===== config.mk =====
export PLATFORM = sky130hd
export DESIGN_NAME = multicycle_control_fsm
export DESIGN_NICKNAME = d
export VERILOG_FILES = /design/src/rtl/cpu_ctrl_pkg.sv /design/src/rtl/multicycle_control_fsm_alu_decoder.sv /design/src/rtl/multicycle_control_fsm.sv
export SDC_FILE = /design/constraint.sdc
export NUM_CORES = 1
export LEC_CHECK = 0
export ABC_AREA = 1
export ABC_CLOCK_PERIOD_IN_PS = 1500
export CAP_MARGIN = 30
export CORE_ASPECT_RATIO = 1.5
export CORE_MARGIN = 2
export CORE_UTILIZATION = 40
export DETAILED_ROUTE_END_ITERATION = 16
export GPL_ROUTABILITY_DRIVEN = 0
export PLACE_DENSITY = 0.72
export REMOVE_ABC_BUFFERS = 1
export SLEW_MARGIN = 20
export SYNTH_ARGS = -nofsm -noshare
export SYNTH_HDL_FRONTEND = slang
export SYNTH_SLANG_ARGS = --single-unit

===== constraint.sdc =====
create_clock -name clk -period 1.5 [get_ports clk]
set_input_delay 0.225 -clock clk [delete_from_list [all_inputs] [get_ports clk]]
set_output_delay 0.225 -clock clk [all_outputs]
set_load 0.005 [all_outputs]

===== src/rtl/cpu_ctrl_pkg.sv =====
`default_nettype none
// ============================================================================
// Module      : cpu_ctrl_pkg
// Description : Shared types and encodings for the multicycle control path:
//               sequencer states, instruction fields, ALU/mux select codes.
// Revision    : 1.0 - initial release
// ============================================================================
package cpu_ctrl_pkg;

    // Sequencer states; the numeric value is what state_o reports.
    typedef enum logic [3:0] {
        FETCH  = 4'd0,
        DECODE = 4'd1,
        MEMADR = 4'd2,
        MEMRD  = 4'd3,
        MEMWB  = 4'd4,
        MEMWR  = 4'd5,
        EXECR  = 4'd6,
        EXECI  = 4'd7,
        ALUWB  = 4'd8,
        BRANCH = 4'd9
    } state_t;

    // Instruction op field
    localparam logic [1:0] c_op_dp  = 2'b00;
    localparam logic [1:0] c_op_mem = 2'b01;
    localparam logic [1:0] c_op_br  = 2'b10;
    localparam logic [1:0] c_op_ill = 2'b11;

    // Data-processing cmd field (Funct[4:1])
    localparam logic [3:0] c_cmd_and = 4'b0000;
    localparam logic [3:0] c_cmd_sub = 4'b0010;
    localparam logic [3:0] c_cmd_add = 4'b0100;
    localparam logic [3:0] c_cmd_cmp = 4'b1010;
    localparam logic [3:0] c_cmd_orr = 4'b1100;

    // ALUControl codes
    localparam logic [1:0] c_alu_add = 2'b00;
    localparam logic [1:0] c_alu_sub = 2'b01;
    localparam logic [1:0] c_alu_and = 2'b10;
    localparam logic [1:0] c_alu_orr = 2'b11;

    // ResultSrc codes
    localparam logic [1:0] c_res_aluout = 2'b00;
    localparam logic [1:0] c_res_rddata = 2'b01;
    localparam logic [1:0] c_res_alu    = 2'b10;

    // ALUSrcB codes
    localparam logic [1:0] c_srcb_rm   = 2'b00;
    localparam logic [1:0] c_srcb_imm  = 2'b01;
    localparam logic [1:0] c_srcb_four = 2'b10;

    // Register index of the program counter
    localparam logic [3:0] c_pc_idx = 4'hF;

    // States that stall on the memory handshake and feed the timeout counter.
    function automatic logic is_wait_state(input state_t s);
        return (s == FETCH) || (s == MEMRD) || (s == MEMWR);
    endfunction

endpackage
`default_nettype wire


===== src/rtl/multicycle_control_fsm_alu_decoder.sv =====
`default_nettype none
// ============================================================================
// Module      : alu_decoder
// Description : Maps the data-processing cmd/S bits and the current sequencer
//               state to ALUControl, flag-write enables and a CMP indicator.
// Revision    : 1.0 - initial release
// ============================================================================
module alu_decoder
    import cpu_ctrl_pkg::*;
(
    input  state_t     i_state,
    input  logic [3:0] i_cmd,
    input  logic       i_s,
    output logic [1:0] o_alu_control,
    output logic [1:0] o_flag_w,
    output logic       o_is_cmp,
    output logic       o_cmd_valid
);

    logic [1:0] w_alu_op;
    logic       w_dp_state;
    logic       w_flag_en;

    // Translate cmd into an ALU operation; unknown cmds fall back to ADD and
    // are flagged invalid so the sequencer suppresses their side effects.
    always_comb begin
        w_alu_op    = c_alu_add;
        o_cmd_valid = 1'b1;
        o_is_cmp    = 1'b0;
        case (i_cmd)
            c_cmd_add: w_alu_op = c_alu_add;
            c_cmd_sub: w_alu_op = c_alu_sub;
            c_cmd_and: w_alu_op = c_alu_and;
            c_cmd_orr: w_alu_op = c_alu_orr;
            c_cmd_cmp: begin
                w_alu_op = c_alu_sub;
                o_is_cmp = 1'b1;
            end
            default: begin
                w_alu_op    = c_alu_add;
                o_cmd_valid = 1'b0;
            end
        endcase
    end

    // Only the data-processing states use the decoded op; flags only update
    // in the writeback step, and C/V only for arithmetic ops.
    always_comb begin
        w_dp_state    = (i_state == EXECR) || (i_state == EXECI) || (i_state == ALUWB);
        o_alu_control = w_dp_state ? w_alu_op : c_alu_add;
        w_flag_en     = (i_state == ALUWB) && o_cmd_valid && (i_s || o_is_cmp);
        o_flag_w[1]   = w_flag_en;
        o_flag_w[0]   = w_flag_en && ((w_alu_op == c_alu_add) || (w_alu_op == c_alu_sub));
    end

endmodule
`default_nettype wire


===== src/rtl/multicycle_control_fsm.sv =====
`default_nettype none
// ============================================================================
// Module      : multicycle_control_fsm
// Description : Main sequencer of the multicycle core. Walks fetch, decode,
//               execute, memory and writeback, waits on mem_ready, produces
//               unconditioned strobes, datapath selects and a sticky timeout.
// Revision    : 1.0 - initial release
// ============================================================================
module multicycle_control_fsm
    import cpu_ctrl_pkg::*;
#(
    parameter int OP_W    = 2,
    parameter int FUNCT_W = 6,
    parameter int TIMEOUT = 255
) (
    input  logic               clk,
    input  logic               rst,
    input  logic [OP_W-1:0]    Op,
    input  logic [FUNCT_W-1:0] Funct,
    input  logic [3:0]         Rd,
    input  logic               mem_ready,
    output logic               PCS,
    output logic               RegW,
    output logic               MemW,
    output logic [1:0]         FlagW,
    output logic               NextPC,
    output logic               IRWrite,
    output logic               AdrSrc,
    output logic [1:0]         ResultSrc,
    output logic               ALUSrcA,
    output logic [1:0]         ALUSrcB,
    output logic [1:0]         ALUControl,
    output logic               mem_err,
    output logic [3:0]         state_o
);

    // Last count value before the timeout fires (counter is 8 bits wide).
    localparam logic [7:0] c_timeout_last = 8'(TIMEOUT - 1);

    state_t     state_q, state_d;
    logic [7:0] cnt_q, cnt_d;
    logic       mem_err_q, mem_err_d;

    logic [1:0] w_alu_control;
    logic [1:0] w_flag_w;
    logic       w_is_cmp;
    logic       w_cmd_valid;
    logic       w_dp_regw;

    alu_decoder u_alu_decoder (
        .i_state       (state_q),
        .i_cmd         (Funct[4:1]),
        .i_s           (Funct[0]),
        .o_alu_control (w_alu_control),
        .o_flag_w      (w_flag_w),
        .o_is_cmp      (w_is_cmp),
        .o_cmd_valid   (w_cmd_valid)
    );

    // Next-state, wait counter and sticky error; a timeout overrides the
    // normal transition but only when mem_ready did not arrive this cycle.
    always_comb begin
        state_d   = state_q;
        cnt_d     = '0;
        mem_err_d = mem_err_q;
        case (state_q)
            FETCH:  if (mem_ready) state_d = DECODE;
            DECODE: begin
                case (Op)
                    c_op_dp:  state_d = Funct[5] ? EXECI : EXECR;
                    c_op_mem: state_d = MEMADR;
                    c_op_br:  state_d = BRANCH;
                    c_op_ill: state_d = FETCH;
                    default:  state_d = FETCH;
                endcase
            end
            MEMADR: state_d = Funct[0] ? MEMRD : MEMWR;
            MEMRD:  if (mem_ready) state_d = MEMWB;
            MEMWB:  state_d = FETCH;
            MEMWR:  if (mem_ready) state_d = FETCH;
            EXECR:  state_d = ALUWB;
            EXECI:  state_d = ALUWB;
            ALUWB:  state_d = FETCH;
            BRANCH: state_d = FETCH;
            default: state_d = FETCH;
        endcase

        if (is_wait_state(state_q) && !mem_ready) begin
            if (cnt_q == c_timeout_last) begin
                mem_err_d = 1'b1;
                state_d   = FETCH;
                cnt_d     = '0;
            end else begin
                cnt_d = cnt_q + 8'd1;
            end
        end
    end

    // State, counter and error registers with synchronous reset.
    always_ff @(posedge clk) begin
        if (rst) begin
            state_q   <= FETCH;
            cnt_q     <= '0;
            mem_err_q <= 1'b0;
        end else begin
            state_q   <= state_d;
            cnt_q     <= cnt_d;
            mem_err_q <= mem_err_d;
        end
    end

    // Per-state strobes and selects; everything is forced low while rst is
    // high so an abandoned instruction never leaks a write.
    always_comb begin
        PCS        = 1'b0;
        RegW       = 1'b0;
        MemW       = 1'b0;
        FlagW      = 2'b00;
        NextPC     = 1'b0;
        IRWrite    = 1'b0;
        AdrSrc     = 1'b0;
        ResultSrc  = c_res_aluout;
        ALUSrcA    = 1'b0;
        ALUSrcB    = c_srcb_rm;
        ALUControl = c_alu_add;
        w_dp_regw  = w_cmd_valid && !w_is_cmp;
        if (!rst) begin
            ALUControl = w_alu_control;
            FlagW      = w_flag_w;
            case (state_q)
                FETCH: begin
                    ALUSrcA   = 1'b1;
                    ALUSrcB   = c_srcb_four;
                    ResultSrc = c_res_alu;
                    IRWrite   = mem_ready;
                    NextPC    = mem_ready;
                end
                DECODE: begin
                    ALUSrcA   = 1'b1;
                    ALUSrcB   = c_srcb_four;
                    ResultSrc = c_res_alu;
                end
                MEMADR: ALUSrcB = c_srcb_imm;
                MEMRD:  AdrSrc  = 1'b1;
                MEMWB: begin
                    ResultSrc = c_res_rddata;
                    RegW      = 1'b1;
                    PCS       = (Rd == c_pc_idx);
                end
                MEMWR: begin
                    AdrSrc = 1'b1;
                    MemW   = 1'b1;
                end
                EXECR: ALUSrcB = c_srcb_rm;
                EXECI: ALUSrcB = c_srcb_imm;
                ALUWB: begin
                    ResultSrc = c_res_aluout;
                    RegW      = w_dp_regw;
                    PCS       = w_dp_regw && (Rd == c_pc_idx);
                end
                BRANCH: begin
                    ALUSrcB   = c_srcb_imm;
                    ResultSrc = c_res_alu;
                    PCS       = 1'b1;
                end
                default: ;
            endcase
        end
    end

    assign mem_err = mem_err_q;
    assign state_o = state_q;

endmodule
`default_nettype wire


==> summary.md <==
| Metric | Value |
|---|---|
| Ports | `35` |
| Max clock buf depth | `2` |
| Clk slew on worst S/H paths | `about 0.090 ns` |
| Setup repair after global routing missed its margin | `true` |
| Critical path capture point type | `output port` |
| P per Cell Area | `628 nW/um^2` |
| Arr. time, crit path | `approximately 1.5 ns` |
| DRT antenna net count | `0` |
| Hold Fails Final Rpt | `0` |
| Layout cells sized above 1 | `a little over two fifths` |
| Final setup margin | `-0.205 ns` |
| Peak VDD IR | `between 400 and 500 uV` |
| Post-route insts no fill | `roughly 240` |
| Average size of a mapped cell | `roughly 6.6 sq um` |
| Max-Cap Viols | `0` |
| Status | `finished with violations` |
| Worst skew pair latency | `~0.29 ns` |
| Startpoint Class | `register` |
| Core footprint | `roughly 2200 sq um` |
| Vias in the first global route | `1166` |
| Failing checks | `negative setup slack` |
| GRT Overall Usage | `between 20% and 30%` |
| Placed cells | `around 220` |
| Pins Over Slew Limit | `0` |
| Seq cells post-synth | `13` |
| Rows | `21` |
| Vias | `1231` |
| TritonCTS Buffers | `3` |
| H-Tree Depth | `1` |
| Vias per cell | `roughly 5.2` |
| Die height | `~63 um` |
| Register area | `~270 sq um` |
| First-pass GRT wire length | `between 4000 and 5000 um` |
| Router iterations before antenna repair | `4` |
| Ranking of synthesized cells by area | `dfxtp_1 28%, nor2_1 11%, nand2_1 8.5%, inv_1 7.3%, nand3_1 7.0%` |
| Worst Path Required | `about 1.3 ns` |
| Largest net degree at the start of global routing | `10` |
| Die Wd | `43.3 um` |
| Most common cell after layout, fill and taps aside | `buf_4` |
| Syn-to-layout area delta | `82.2%` |
| Filler cells | `171` |
| Final setup violation count | `14` |
| DP HPWL | `around 2200 um` |
| Post-synthesis cell count | `140` |
| Hold WC Path Type | `register to register` |
| Setup CP Type | `register to output port` |
| Most frequent cells in the layout | `30 x buf_4, 22 x nor2_1, 19 x nand2_1` |
| Starting DRT DRC Count | `24` |
| Post-Synthesis Cell Area | `just over 900 sq um` |
| R2r setup slk | `around 0.050 ns` |
| Worst Tran Pin Value | `roughly 0.46 ns` |
| Worst Clk Skew | `~0.0012 ns` |
| Worst-path fanout max | `4` |
| Final wirelength | `around 3200 um` |
| Static Leak | `a little over 0.8 nW` |
| Grt ovf | `0` |
| Sequential share of the synthesized area | `between 20 and 30%` |
| Nets@finish | `roughly 230` |
| DRC viols | `0` |
| YS warnings | `0` |
| Die ar. | `around 2700 sq um` |
| Achievable frequency | `a little under 0.6 GHz` |
| Avg WL per Cell | `13.5 um` |
| Initial antenna violation count | `0` |
| Root buf cell | `clkbuf_4` |
| Rel. slew slack | `just under 70%` |
| Tightest hold margin | `between 0.4 and 0.5 ns` |
| Synth top area share | `between 20% and 30%` |
| Post-layout min period | `between 1.5 and 2 ns` |
| Port bufs | `34` |
| Final clock period utilization by the worst path | `114%` |
| Clock Sinks | `13` |
| Biggest area consumer among synthesized cells | `dfxtp_1` |
| Netlist cell types | `27` |
| Area of the multi-input gates | `approximately 680 sq um` |
| CTS tree | `yes` |
| Starting density of the core | `about two fifths` |
| Antenna cell count | `0` |
what timing repair did:
| action | 4_1_cts | 5_1_grt |
|---|---|---|
| setup endpoints to repair | 19 | 19 |
| endpoints found under the hold margin | 0 | 0 |
| setup buffers | 14 | 3 |
| gates resized for setup | 97 | 12 |
| pin swaps | 18 | 11 |
| hold buffers | 0 | 0 |
through the flow:
step | instance area, sq um | total power, mW | setup TNS [ns] | setup WS [ns] | util [%]
global placement | 1480 | 0.727 | -4.94 | -0.477 | 67.0
floorplan | 907 | 0.519 | 0 | 0.241 | -
finish | 1690 | 1.06 | -1.70 | -0.205 | 76.4
CTS | 1630 | 1.02 | -1.26 | -0.148 | 73.9
detailed placement | 1480 | 0.737 | -5.28 | -0.558 | 67.0
global route | 1690 | 1.11 | -2.64 | -0.247 | 76.4
state kept, by name, summed over array words and instances, names as in the netlist:
register	flops
cnt_q	8
state_o	4
mem_err	1
metal layers:
| metal | GRT usage, % | wire length [um] | up-vias |
|---|---|---|---|
| met5 | 0 | 0 | - |
| met4 | 7.20 | 63 | 0 |
| met3 | 2.89 | 118 | 8 |
| met2 | 47.0 | 1840 | 40 |
| met1 | 23.5 | 1200 | 584 |
| li1 | - | - | 599 |
path summary, 6_finish.rpt:
check,startpoint,end,cells after the start
worst max-delay path,state_o[2]$_SDFF_PP0_,ResultSrc[1],6
worst min-delay path,mem_err$_SDFFE_PP0P_,mem_err$_SDFFE_PP0P_,2
worst max register to register,state_o[2]$_SDFF_PP0_,cnt_q[5]$_SDFF_PP0_,9
worst min register to register,mem_err$_SDFFE_PP0P_,mem_err$_SDFFE_PP0P_,2
power breakdown:
group | internal, mW | switching, mW | total, mW
clock network | 0.104 | 0.137 | 0.241
logic | 0.233 | 0.211 | 0.444
registers | 0.357 | 0.0173 | 0.375
cell type report:
type	count	share of cell area, %
clock buffer	4	1.56
timing repair buffer	74	35.8
inverter	20	4.60
multi-input combinational	104	40.1
sequential	13	16.2
tap	23	1.71
critical path, stage by stage, from the launching register on:
cell	delay (ns)
dfxtp_2	0.35
buf_6	0.12
nor2_4	0.16
buf_6	0.13
nand2_2	0.08
a31oi_1	0.21
buf_2	0.14
Yosys cell counts:
cell	count
nand4_1	4
nand3_1	13
inv_2	1
dfxtp_1	13
o21ai_1	1
and2_1	1
a31oi_1	1
clkbuf_1	1
a21oi_1	8
nand2_1	21
inv_1	18
nand2_2	5
nor2_1	28
nand3b_1	2
buf_4	2
xor2_1	3
o211ai_1	1
ha_1	2
a211oi_1	1
nand3_4	1
o21ai_0	2
clkinv_1	1
nand3_2	2
xnor2_1	2
nor3_1	1
nor3b_2	1
nor2_4	4
cell families (layout without fill, tap and decap cells):
family	Yosys count	in the layout	synth area share, %
adder cells (fa/ha/maj)	2	2	2.70
AND/OR/NAND/NOR	83	83	46.1
buffers and inverters	23	98	10.1
flip-flops	13	13	28.1
AO/OA/AOI/OAI	14	14	8.24
XOR/XNOR	5	5	4.73
Note: power is estimated with default switching activity, not from simulation.
